### config.mk
export PLATFORM = sky130hd
export DESIGN_NAME = decode_queue_flat
export DESIGN_NICKNAME = d
export VERILOG_FILES = /design/src/rtl/decode_queue_if.sv /design/src/rtl/decode_queue.sv /design/src/flat_wrapper.sv
export SDC_FILE = /design/constraint.sdc
export NUM_CORES = 1
export LEC_CHECK = 0
export BUFFER_PORTS_ARGS = -buffer_cell sky130_fd_sc_hd__buf_2
export CAP_MARGIN = 20
export CORE_ASPECT_RATIO = 0.8
export CORE_UTILIZATION = 55
export CTS_BUF_LIST = sky130_fd_sc_hd__clkbuf_16
export DETAILED_ROUTE_END_ITERATION = 8
export GPL_ROUTABILITY_DRIVEN = 0
export PLACE_DENSITY_LB_ADDON = 0.05
export SYNTH_ARGS = -nofsm -noshare
export SYNTH_HDL_FRONTEND = slang
export SYNTH_SLANG_ARGS = --single-unit
### constraint.sdc
create_clock -name clk -period 5.9 [get_ports clk]
set_clock_uncertainty 0.2 [all_clocks]
set_input_delay 0.295 -clock clk [delete_from_list [all_inputs] [get_ports clk]]
set_output_delay 0.295 -clock clk [all_outputs]
set_load 0.02 [all_outputs]
### src/rtl/decode_queue_if.sv
// Fetch-to-decode handshake bundle: instruction offer on the in side, decoded head entry on the out side.
// The queue itself uses the slave modport; the fetch/execute environment uses master.
interface decode_queue_if #(
    parameter int unsigned PC_W = 64,
    parameter int unsigned ILEN = 32
) ();
    logic            in_valid;
    logic            in_ready;
    logic [PC_W-1:0] in_pc;
    logic [ILEN-1:0] in_instr;

    logic            out_valid;
    logic            out_ready;
    logic [PC_W-1:0] out_pc;
    logic [ILEN-1:0] out_instr;
    logic [4:0]      out_rs1;
    logic [4:0]      out_rs2;
    logic [4:0]      out_rd;
    logic [11:0]     out_csr_addr;
    logic            out_use_rs1;
    logic            out_use_rs2;
    logic            out_wen;

    modport master (
        output in_valid, in_pc, in_instr, out_ready,
        input  in_ready, out_valid, out_pc, out_instr, out_rs1, out_rs2, out_rd,
               out_csr_addr, out_use_rs1, out_use_rs2, out_wen
    );

    modport slave (
        input  in_valid, in_pc, in_instr, out_ready,
        output in_ready, out_valid, out_pc, out_instr, out_rs1, out_rs2, out_rd,
               out_csr_addr, out_use_rs1, out_use_rs2, out_wen
    );
endinterface

### src/rtl/decode_queue.sv
// Circular instruction buffer between fetch and execute; register operands and
// write-enable are decoded when an instruction is pushed and stored with the entry.
module decode_queue #(
    parameter int unsigned DEPTH = 4,
    parameter int unsigned PC_W  = 64,
    parameter int unsigned ILEN  = 32
) (
    input  logic                         clk,
    input  logic                         reset,
    input  logic                         flush,
    decode_queue_if.slave                bus,
    output logic [$clog2(DEPTH+1)-1:0]   count
);
    localparam int unsigned CW = $clog2(DEPTH + 1);
    localparam int unsigned PW = $clog2(DEPTH);

    localparam logic [6:0] OPC_LUI    = 7'b0110111;
    localparam logic [6:0] OPC_AUIPC  = 7'b0010111;
    localparam logic [6:0] OPC_JAL    = 7'b1101111;
    localparam logic [6:0] OPC_JALR   = 7'b1100111;
    localparam logic [6:0] OPC_LOAD   = 7'b0000011;
    localparam logic [6:0] OPC_OPIMM  = 7'b0010011;
    localparam logic [6:0] OPC_OPIMM32 = 7'b0011011;
    localparam logic [6:0] OPC_OP     = 7'b0110011;
    localparam logic [6:0] OPC_OP32   = 7'b0111011;
    localparam logic [6:0] OPC_STORE  = 7'b0100011;
    localparam logic [6:0] OPC_BRANCH = 7'b1100011;
    localparam logic [6:0] OPC_SYSTEM = 7'b1110011;

    typedef struct packed {
        logic [PC_W-1:0] pc;
        logic [ILEN-1:0] instr;
        logic [4:0]      rs1;
        logic [4:0]      rs2;
        logic [4:0]      rd;
        logic            use_rs1;
        logic            use_rs2;
        logic            wen;
    } entry_t;

    entry_t        mem [DEPTH];
    logic [PW-1:0] head;
    logic [PW-1:0] tail;
    logic          push_c;
    logic          pop_c;
    entry_t        head_entry_c;
    entry_t        push_entry_c;

    // Operand usage classes by opcode; x0 as destination never writes.
    function automatic entry_t decode(input logic [PC_W-1:0] pc, input logic [ILEN-1:0] instr);
        entry_t     e;
        logic [2:0] funct3;
        logic       use_rs1;
        logic       use_rs2;
        logic       wen;
        funct3  = instr[14:12];
        use_rs1 = 1'b0;
        use_rs2 = 1'b0;
        wen     = 1'b0;
        case (instr[6:0])
            OPC_LUI, OPC_AUIPC, OPC_JAL: begin
                wen = 1'b1;
            end
            OPC_JALR, OPC_LOAD, OPC_OPIMM, OPC_OPIMM32: begin
                use_rs1 = 1'b1;
                wen     = 1'b1;
            end
            OPC_OP, OPC_OP32: begin
                use_rs1 = 1'b1;
                use_rs2 = 1'b1;
                wen     = 1'b1;
            end
            OPC_STORE, OPC_BRANCH: begin
                use_rs1 = 1'b1;
                use_rs2 = 1'b1;
            end
            OPC_SYSTEM: begin
                use_rs1 = !funct3[2] && (funct3 != 3'd0);
                wen     = (funct3 != 3'd0);
            end
            default: begin
                use_rs1 = 1'b0;
                use_rs2 = 1'b0;
                wen     = 1'b0;
            end
        endcase
        e.pc      = pc;
        e.instr   = instr;
        e.rd      = instr[11:7];
        e.rs1     = use_rs1 ? instr[19:15] : 5'd0;
        e.rs2     = use_rs2 ? instr[24:20] : 5'd0;
        e.use_rs1 = use_rs1;
        e.use_rs2 = use_rs2;
        e.wen     = wen && (instr[11:7] != 5'd0);
        return e;
    endfunction

    // Handshake qualification; a full queue refuses pushes even while popping.
    always_comb begin
        bus.in_ready  = (count != CW'(DEPTH));
        bus.out_valid = (count != CW'(0));
        push_c        = bus.in_valid && bus.in_ready && !flush;
        pop_c         = bus.out_valid && bus.out_ready && !flush;
        push_entry_c  = decode(bus.in_pc, bus.in_instr);
    end

    // Pointer and occupancy state; reset and flush both empty the queue.
    always_ff @(posedge clk) begin
        if (reset || flush) begin
            head  <= '0;
            tail  <= '0;
            count <= '0;
        end else begin
            if (push_c) begin
                tail <= tail + PW'(1);
            end
            if (pop_c) begin
                head <= head + PW'(1);
            end
            count <= count + CW'(push_c) - CW'(pop_c);
        end
    end

    // Payload storage carries no reset; validity comes from count alone.
    always_ff @(posedge clk) begin
        if (push_c && !reset) begin
            mem[tail] <= push_entry_c;
        end
    end

    always_comb begin
        head_entry_c     = mem[head];
        bus.out_pc       = head_entry_c.pc;
        bus.out_instr    = head_entry_c.instr;
        bus.out_rs1      = head_entry_c.rs1;
        bus.out_rs2      = head_entry_c.rs2;
        bus.out_rd       = head_entry_c.rd;
        bus.out_csr_addr = head_entry_c.instr[31:20];
        bus.out_use_rs1  = head_entry_c.use_rs1;
        bus.out_use_rs2  = head_entry_c.use_rs2;
        bus.out_wen      = head_entry_c.wen;
    end
endmodule

### src/flat_wrapper.sv
// flat-port wrapper written by rule: the top's interface ports become plain ports
module decode_queue_flat 
#(
    parameter int unsigned DEPTH = 4,
    parameter int unsigned PC_W  = 64,
    parameter int unsigned ILEN  = 32
)
  (clk, reset, flush, count, bus_in_valid, bus_in_pc, bus_in_instr, bus_out_ready, bus_in_ready, bus_out_valid, bus_out_pc, bus_out_instr, bus_out_rs1, bus_out_rs2, bus_out_rd, bus_out_csr_addr, bus_out_use_rs1, bus_out_use_rs2, bus_out_wen);
  decode_queue_if #(.PC_W(PC_W), .ILEN(ILEN)) bus_i ();
  input  logic clk;
  input  logic reset;
  input  logic flush;
  output logic [$clog2(DEPTH+1)-1:0] count;
  input wire logic [$bits(bus_i.in_valid)-1:0] bus_in_valid;
  input wire logic [$bits(bus_i.in_pc)-1:0] bus_in_pc;
  input wire logic [$bits(bus_i.in_instr)-1:0] bus_in_instr;
  input wire logic [$bits(bus_i.out_ready)-1:0] bus_out_ready;
  output wire logic [$bits(bus_i.in_ready)-1:0] bus_in_ready;
  output wire logic [$bits(bus_i.out_valid)-1:0] bus_out_valid;
  output wire logic [$bits(bus_i.out_pc)-1:0] bus_out_pc;
  output wire logic [$bits(bus_i.out_instr)-1:0] bus_out_instr;
  output wire logic [$bits(bus_i.out_rs1)-1:0] bus_out_rs1;
  output wire logic [$bits(bus_i.out_rs2)-1:0] bus_out_rs2;
  output wire logic [$bits(bus_i.out_rd)-1:0] bus_out_rd;
  output wire logic [$bits(bus_i.out_csr_addr)-1:0] bus_out_csr_addr;
  output wire logic [$bits(bus_i.out_use_rs1)-1:0] bus_out_use_rs1;
  output wire logic [$bits(bus_i.out_use_rs2)-1:0] bus_out_use_rs2;
  output wire logic [$bits(bus_i.out_wen)-1:0] bus_out_wen;
  assign bus_i.in_valid = bus_in_valid;
  assign bus_i.in_pc = bus_in_pc;
  assign bus_i.in_instr = bus_in_instr;
  assign bus_i.out_ready = bus_out_ready;
  assign bus_in_ready = bus_i.in_ready;
  assign bus_out_valid = bus_i.out_valid;
  assign bus_out_pc = bus_i.out_pc;
  assign bus_out_instr = bus_i.out_instr;
  assign bus_out_rs1 = bus_i.out_rs1;
  assign bus_out_rs2 = bus_i.out_rs2;
  assign bus_out_rd = bus_i.out_rd;
  assign bus_out_csr_addr = bus_i.out_csr_addr;
  assign bus_out_use_rs1 = bus_i.out_use_rs1;
  assign bus_out_use_rs2 = bus_i.out_use_rs2;
  assign bus_out_wen = bus_i.out_wen;
  decode_queue #(.DEPTH(DEPTH), .PC_W(PC_W), .ILEN(ILEN)) u_core (.clk(clk), .reset(reset), .flush(flush), .bus(bus_i), .count(count));
endmodule
Yosys cells after proc, flatten, opt, wreduce, memory -nomap -nowiden. Memories as Yosys holds them, arrays and structs flattened. A register that Yosys moved wholly into a read port is not among the register bits. Index checks and enable logic that the tools add are counted.

Bits in registers: 7. Memory bits (writable): 456. Output and inout port bits: 131. Logic and storage cells: 47. Memories kept: 1.

Memory list: u_core.mem (words 4, width 114, read ports 1, clocked after memory_dff 1, write ports 1, RTL line decode_queue.sv:41) `entry_t mem [DEPTH];`.

Add/subtract/negate cells: 4. Eq/ne operators: 13. Muxes and demuxes: 9. Reductions and logical operators: 17.

Operators with widths (number): $eq A7 B6 Y1 const B (4); $eq A7 B7 Y1 const B (4); $eq A7 B5 Y1 const B (3); $mux W5 (2); $reduce_or A9 Y1 (1); $reduce_or A8 Y1 (1); $eq A7 B2 Y1 const B (1); $logic_and A1 B1 Y1 (7); $reduce_bool A3 Y1 (2); $reduce_bool A5 Y1 (1); $add A2 B1 Y2 const B (2); $mux W2 (2); $pmux W1 S2 (2); $reduce_or A4 Y1 (1); $add A3 B1 Y3 (1); $logic_not A1 Y1 (3); $mux W1 (3); $ne A3 B3 Y1 const B (1); $sub A3 B1 Y3 (1); $logic_or A1 B1 Y1 (1).

Logic depth before layout (Yosys ltp). Gate-level depths: netlist of the first run.

Word-level depth: 6. Depth in mapped cells: 9. Mapped depth without buffers: 9.

Worst setup path after synthesis of the first run. No wires, ideal clock.

Path type: reg-to-reg. Start point: register u_core.count[1]. End point: memory u_core.mem[0][0] (netlist name) (enable). Library setup time: 0.481 ns. Data arrival time: 3.644 ns. Required time: 5.219 ns. Path slack: 1.575 ns. Cell stages (with the launch flop): 5. Clock period less this slack: 4.325 ns. Cell sequence: dfxtp_1 > or3b_1 > nand2_1 > nor2_1 > and2_1.

Word-level cells in the longest chain between the ends: 6.

Ends and longest elaborated chain: start: declaration (RTL line decode_queue.sv:12) `output logic [$clog2(DEPTH+1)-1:0] count`; start signal: assignment (RTL line decode_queue.sv:120) `count <= count + CW'(push_c) - CW'(pop_c);`; $ne A3 B3 Y1 (RTL line decode_queue.sv:100) `bus.in_ready = (count != CW'(DEPTH));`; named net bus_in_ready (RTL line flat_wrapper.sv:18) `output wire logic [$bits(bus_i.in_ready)-1:0] bus_in_ready;`; $logic_and A1 B1 Y1 (2 in a row) (RTL line decode_queue.sv:102) `push_c = bus.in_valid && bus.in_ready && !flush;`; $logic_and A1 B1 Y1 (RTL line decode_queue.sv:126) `if (push_c && !reset) begin`; $mux W1 (RTL line decode_queue.sv:126); $mux W1 (implied by the code) (RTL line decode_queue.sv:127) `mem[tail] <= push_entry_c;`; end: declaration (RTL line decode_queue.sv:41).

The timed path passes the listed nets, and every way through them passes these cells.

==> reports/results.txt, run 1 <==
Simple-Gate Fraction of Synth Area = 1.52%
Post-route clock period utilization = 58.2%
Vias in the first global route = 8313
Synth Instances = 669
Sequential element share of the synthesized area = 80.5%
Core Rows = 56
Dominant cell by count in the synthesized netlist = edfxtp_1
Post-Route Utilization = 69.0%
Tightest Hold Check Type = primary input to flop
Worst EP required = 5.41 ns
First-pass GRT wire length = 47700 microns
Synth Area in XOR/XNOR = 0.266%
Setup WS post-layout = 2.47 ns
Crit start category = flop
Die Ht = 157 microns
I/O Pins = 232
Worst r2r src = u_core.count[1]
Synthesis-to-finish area growth = 22.9%
Critical hold path startpoint = bus_out_ready
Clk_lat worst skew = 0.53 ns
Top post-synthesis cells by area = edfxtp_1, mux4_2, dfxtp_1
Status = complete, no violations
Post-synthesis cell type count = 33
Largest area contributor in the netlist = edfxtp_1
Syn Area/Cell = 24.6 sq um
Core ar. = 29400 sq um
Fin Hold WS = 0.0712 ns
1st-pass router iterations = 5
CTS tree = yes
Fin nets = 1121
Main combinational cell family by area after synthesis = multiplexers
Post_cts resized = 0
EDFF count, synth = 436
Port bufs = 231
Number of max-cap violations = 0
Die area = 30700 sq um
Initial antenna violation count = 1
Syn nets = 777
Top FF cell, synth = edfxtp_1
Top cells by count, synth = edfxtp_1, mux4_2, buf_4
Pwr dens = 311 nW/um^2
Share of cells above drive strength 1 = 39.7%
Ys Warns = 0
Max IR drop VDD = 0.279 mV
Final setup vio count = 0
Post-synthesis register bit count = 445
Final Hold Vio Count = 0
Setup TNS = 0 ns
FF-to-FF path depth = 5
Compound-cell area share of the yosys netlist = 0.410%
Pre-CTS WS = 3.02 ns
Worst slew pin tran = 1.10 ns
Multiplexer share of the synthesized area = 14.9%
Final WL = 31700 microns
GRT Total Usage = 21.1%
Fin crit period = 3.43 ns
Congestion Overflow GR = 0
DRC Markers = 0
Avg Vias per Cell = 5.61
Clock sink total = 445
Ys async rst share = 0%
Placed Cells = 1245
Static leakage = 0.00692 uW
FMAX = 0.291 GHz
Slew HR = 26.7%
Post-route ant nets = 0
Die X = 196 microns
RSZ-0062 raised after global routing = no
Pin count of the biggest net entering global routing = 110
Class of the most critical setup path = flop to output port
Clock-pin slew on the worst setup and hold paths = 0.06 ns
Clk buf depth = 3
Initial core utilization = 56.1%
Root Buffer = clkbuf_16
Hold Path Cell Cnt = 4
Adder-cell area share of the yosys netlist = 0.577%
Largest fanout on the critical path = 69
CTS Buf Count = 42
Fin. max-slew vios = 0
Layout Cells excl Fill = 1422
Endpoint class of the critical path = output port
Wire per inst = 22.3 microns
Vias post-DR = 7974
H-tree levels = 2
Crit path DAT = 2.94 ns
Mapped cell area = 16500 sq um
Post-synth top area share = 79.4%
Dpl hpwl = 18200 microns
Initial drt markers = 469
[sequential cells by signal (all words and copies together), names as in the netlist, named ones only]
register	flops
u_core.mem	436
u_core.count	3
u_core.head	2
u_core.tail	2
[worst max-delay path, stage by stage, from the launching register on]
cell and delay [ns]:
dfxtp_4 1.02, buf_4 0.65, mux4_2 0.41, buf_2 0.18
[layout make-up]
cell class	count	area, sq um
flip-flops and latches	445	13300
fillers	1838	9110
multi-input cells	173	2920
repair buffers	342	2250
clock buffers	43	1080
well taps	377	472
clock inverters	32	210
inverters	9	33.8
diodes	1	2.50
[what timing repair did]
item / in CTS / in global routing
hold buffers: 101 / 0
buffers inserted: 0 / 0
endpoints found under the hold margin: 428 / 0
[power by group]
group	total, uW	internal [uW]	switching, uW
Combinational	281	127	154
Clock	2500	1410	1090
Sequential	3510	3500	8.19
Total	6290	5040	1250
[routing by layer]
| layer | track usage, % | vias up | routed length [microns] |
|---|---|---|---|
| met3 | 4.59 | 38 | 1950 |
| met4 | 6.04 | 0 | 563 |
| met1 | 28.9 | 4177 | 13600 |
| li1 | - | 3506 | - |
| met2 | 34.6 | 253 | 15600 |
| met5 | 0 | - | 0 |
[metrics by stage]
stage	power, uW	instance area [sq um]
floorplan	3700	16500
global placement	3790	18000
detailed placement	3800	18000
CTS	6340	20200
global route	6470	20300
finish	6290	20300
[layout by cell type, fill, tap and decap left out, drive strengths merged, types with 3 or more instances in the layout]
master / instances
dfxtp: 9
nand3: 3
nor2: 11
inv: 19
buf: 241
edfxtp: 436
xnor2: 5
mux4: 109
dlygate4sd3: 101
and2: 15
ha: 6
clkbuf: 43
clkinv: 19
[logic make-up after synthesis]
family	Yosys count
buf+inv	51
xor+xnor	5
compound gates	9
simple gates	43
flops	445
fa+ha+maj	7
mux	109
[worst paths after layout]
| path | to | slack, ns |
|---|---|---|
| max reg2reg | u_core.mem[3][32] | 3.13 |
| min reg2reg | u_core.head[0] | 0.36 |
| max | bus_out_rd[1] | 2.47 |
| min | u_core.head[0] | 0.07 |
Note: power is estimated with default switching activity, not from simulation.
==> run 2: changes to the inputs <==
Clock period 5.9 ns to 3.4 ns, I/O delays scaled along.
==> reports/results.txt, run 2 (synthesized netlist as in run 1, its figures left out) <==
Initial drt markers = 462
Synthesis-to-finish area growth = 23.9%
Biggest register = u_core.mem
Final Hold Vio Count = 0
Worst slew pin tran = 0.710 ns
Post-route clock period utilization = 78.9%
H-tree levels = 2
Static leakage = 0.00698 uW
Root Buffer = clkbuf_16
Clk buf depth = 3
Setup WS post-layout = 0.718 ns
Fin nets = 1124
Max IR drop VDD = 0.417 mV
Clock sink total = 445
Number of max-cap violations = 0
Avg Vias per Cell = 5.55
Pre-CTS WS = 0.832 ns
Die area = 30700 sq um
Crit path DAT = 2.31 ns
Vias in the first global route = 8400
Wire per inst = 21.3 microns
Top sig layer = met4
Class of the most critical setup path = flop to output port
Fin Hold WS = 0.201 ns
Crit start category = flop
Met2 WL = 15100 microns
Worst EP required = 3.03 ns
Core Rows = 56
CTS tree = yes
Initial antenna violation count = 0
Crit path capture = bus_out_instr[10]
Die X = 196 microns
First-pass GRT wire length = 46700 microns
Tightest Hold Check Type = primary input to flop
Setup TNS = 0 ns
Endpoint class of the critical path = output port
Slew HR = 52.7%
Fin. max-slew vios = 0
Most common cell after layout, fill and taps aside = edfxtp_1
1st-pass router iterations = 4
Dpl hpwl = 17600 microns
Routed wl met3 = 1680 microns
Placed Cells = 1246
CTS Buf Count = 42
Congestion Overflow GR = 0
Fin crit period = 2.68 ns
Clock-pin slew on the worst setup and hold paths = 0.06 ns
Largest registers = u_core.mem (436), u_core.count (3)
Commonest non-fill, non-tap cells in the layout = edfxtp_1, buf_2, mux4_2
FMAX = 0.373 GHz
Clk_lat worst skew = 0.52 ns
Status = complete, no violations
Met1 wire length = 13200 microns
Worst r2r src = u_core.count[2]
RSZ-0062 raised after global routing = no
Die Ht = 157 microns
Number of inserted diodes = 0
Post_cts resized = 0
Final WL = 30300 microns
Fillcell total = 1815
Pin count of the biggest net entering global routing = 110
Final setup vio count = 0
FF-to-FF setup slack = 0.83 ns
Max reg flops = 436
Post-route ant nets = 0
Pwr dens = 540 nW/um^2
Worst reg2reg path endpoint = u_core.count[2]
Largest fanout on the critical path = 56
FF-to-FF path depth = 9
GRT Total Usage = 20.3%
Core ar. = 29400 sq um
I/O Pins = 232
Layout Cells excl Fill = 1425
Share of cells above drive strength 1 = 39.5%
Vias post-DR = 7906
DRC Markers = 0
Port bufs = 231
Initial core utilization = 56.1%
==> run 2: cell types whose count changed in the layout (fill, tap and decap cells not counted) <==
cell	previous run	this run
clkinv_1	10	13
clkinv_8	2	0
clkinv_2	7	6
clkinvlp_4	1	0
diode_2	1	0
clkbuf_16	43	45
bufinv_16	2	3
inv_1	19	18
dlygate4sd3_1	101	103
buf_4	9	2
buf_12	1	9
==> run 2: report_power, final <==
part	switching [uW]	leakage (uW)	internal [uW]	total (uW)
clock network	1840	0.000689	2600	4440
logic	261	0.00219	226	487
registers	14.7	0.00410	6080	6090
==> run 2: layout make-up <==
| class | count | area, sq um | share of cell area, % |
|---|---|---|---|
| timing repair buffer | 345 | 2380 | 11.7 |
| inverter | 9 | 33.8 | 0.165 |
| tap | 377 | 472 | 2.31 |
| sequential | 445 | 13300 | 65.0 |
| clock buffer | 45 | 1130 | 5.52 |
| multi-input combinational | 173 | 2920 | 14.3 |
| clock inverter | 31 | 203 | 0.993 |
==> run 2: critical path, cell delays in order, from the launching register on <==
cell     delay, ns
dfxtp_4       0.52
buf_12        0.43
mux4_2        0.62
buf_2         0.19
==> run 2: what timing repair did <==
action	4_1_cts	5_1_grt
endpoints found under the setup margin	0	0
hold endpoints to repair	437	0
buffers inserted	0	0
hold buffers	103	0
==> run 2: worst min-delay path by stage <==
stage | startpoint | endpoint | slack (ns) | depth (start not counted)
3_3_place_gp | bus_in_pc[54] | u_core.mem[2][104] | 0.18 | 1
5_1_grt | bus_in_pc[55] | u_core.mem[2][105] | 0.19 | 2
3_5_place_dp | bus_in_instr[25] | u_core.mem[3][43] | 0.19 | 1
2_1_floorplan | bus_in_pc[50] | u_core.mem[0][100] | 0.07 | 0
6_report | bus_in_pc[14] | u_core.mem[3][64] | 0.20 | 2
4_1_cts | bus_in_pc[14] | u_core.mem[3][64] | 0.17 | 2
==> run 2: metrics by stage <==
step / cell area, sq um / power, uW / util (%)
floorplan: 16500 / 6410 / -
global placement: 18100 / 6580 / 61.5
detailed placement: 18100 / 6600 / 61.5
CTS: 20400 / 11100 / 69.5
global route: 20400 / 11400 / 69.5
finish: 20400 / 11000 / 69.5
==> run 2: metal layers <==
| layer | vias up | global-route usage [%] |
|---|---|---|
| met5 | - | 0 |
| met4 | 0 | 4.61 |
| met3 | 34 | 3.58 |
| met2 | 232 | 33.5 |
| met1 | 4134 | 28.7 |
| li1 | 3506 | - |
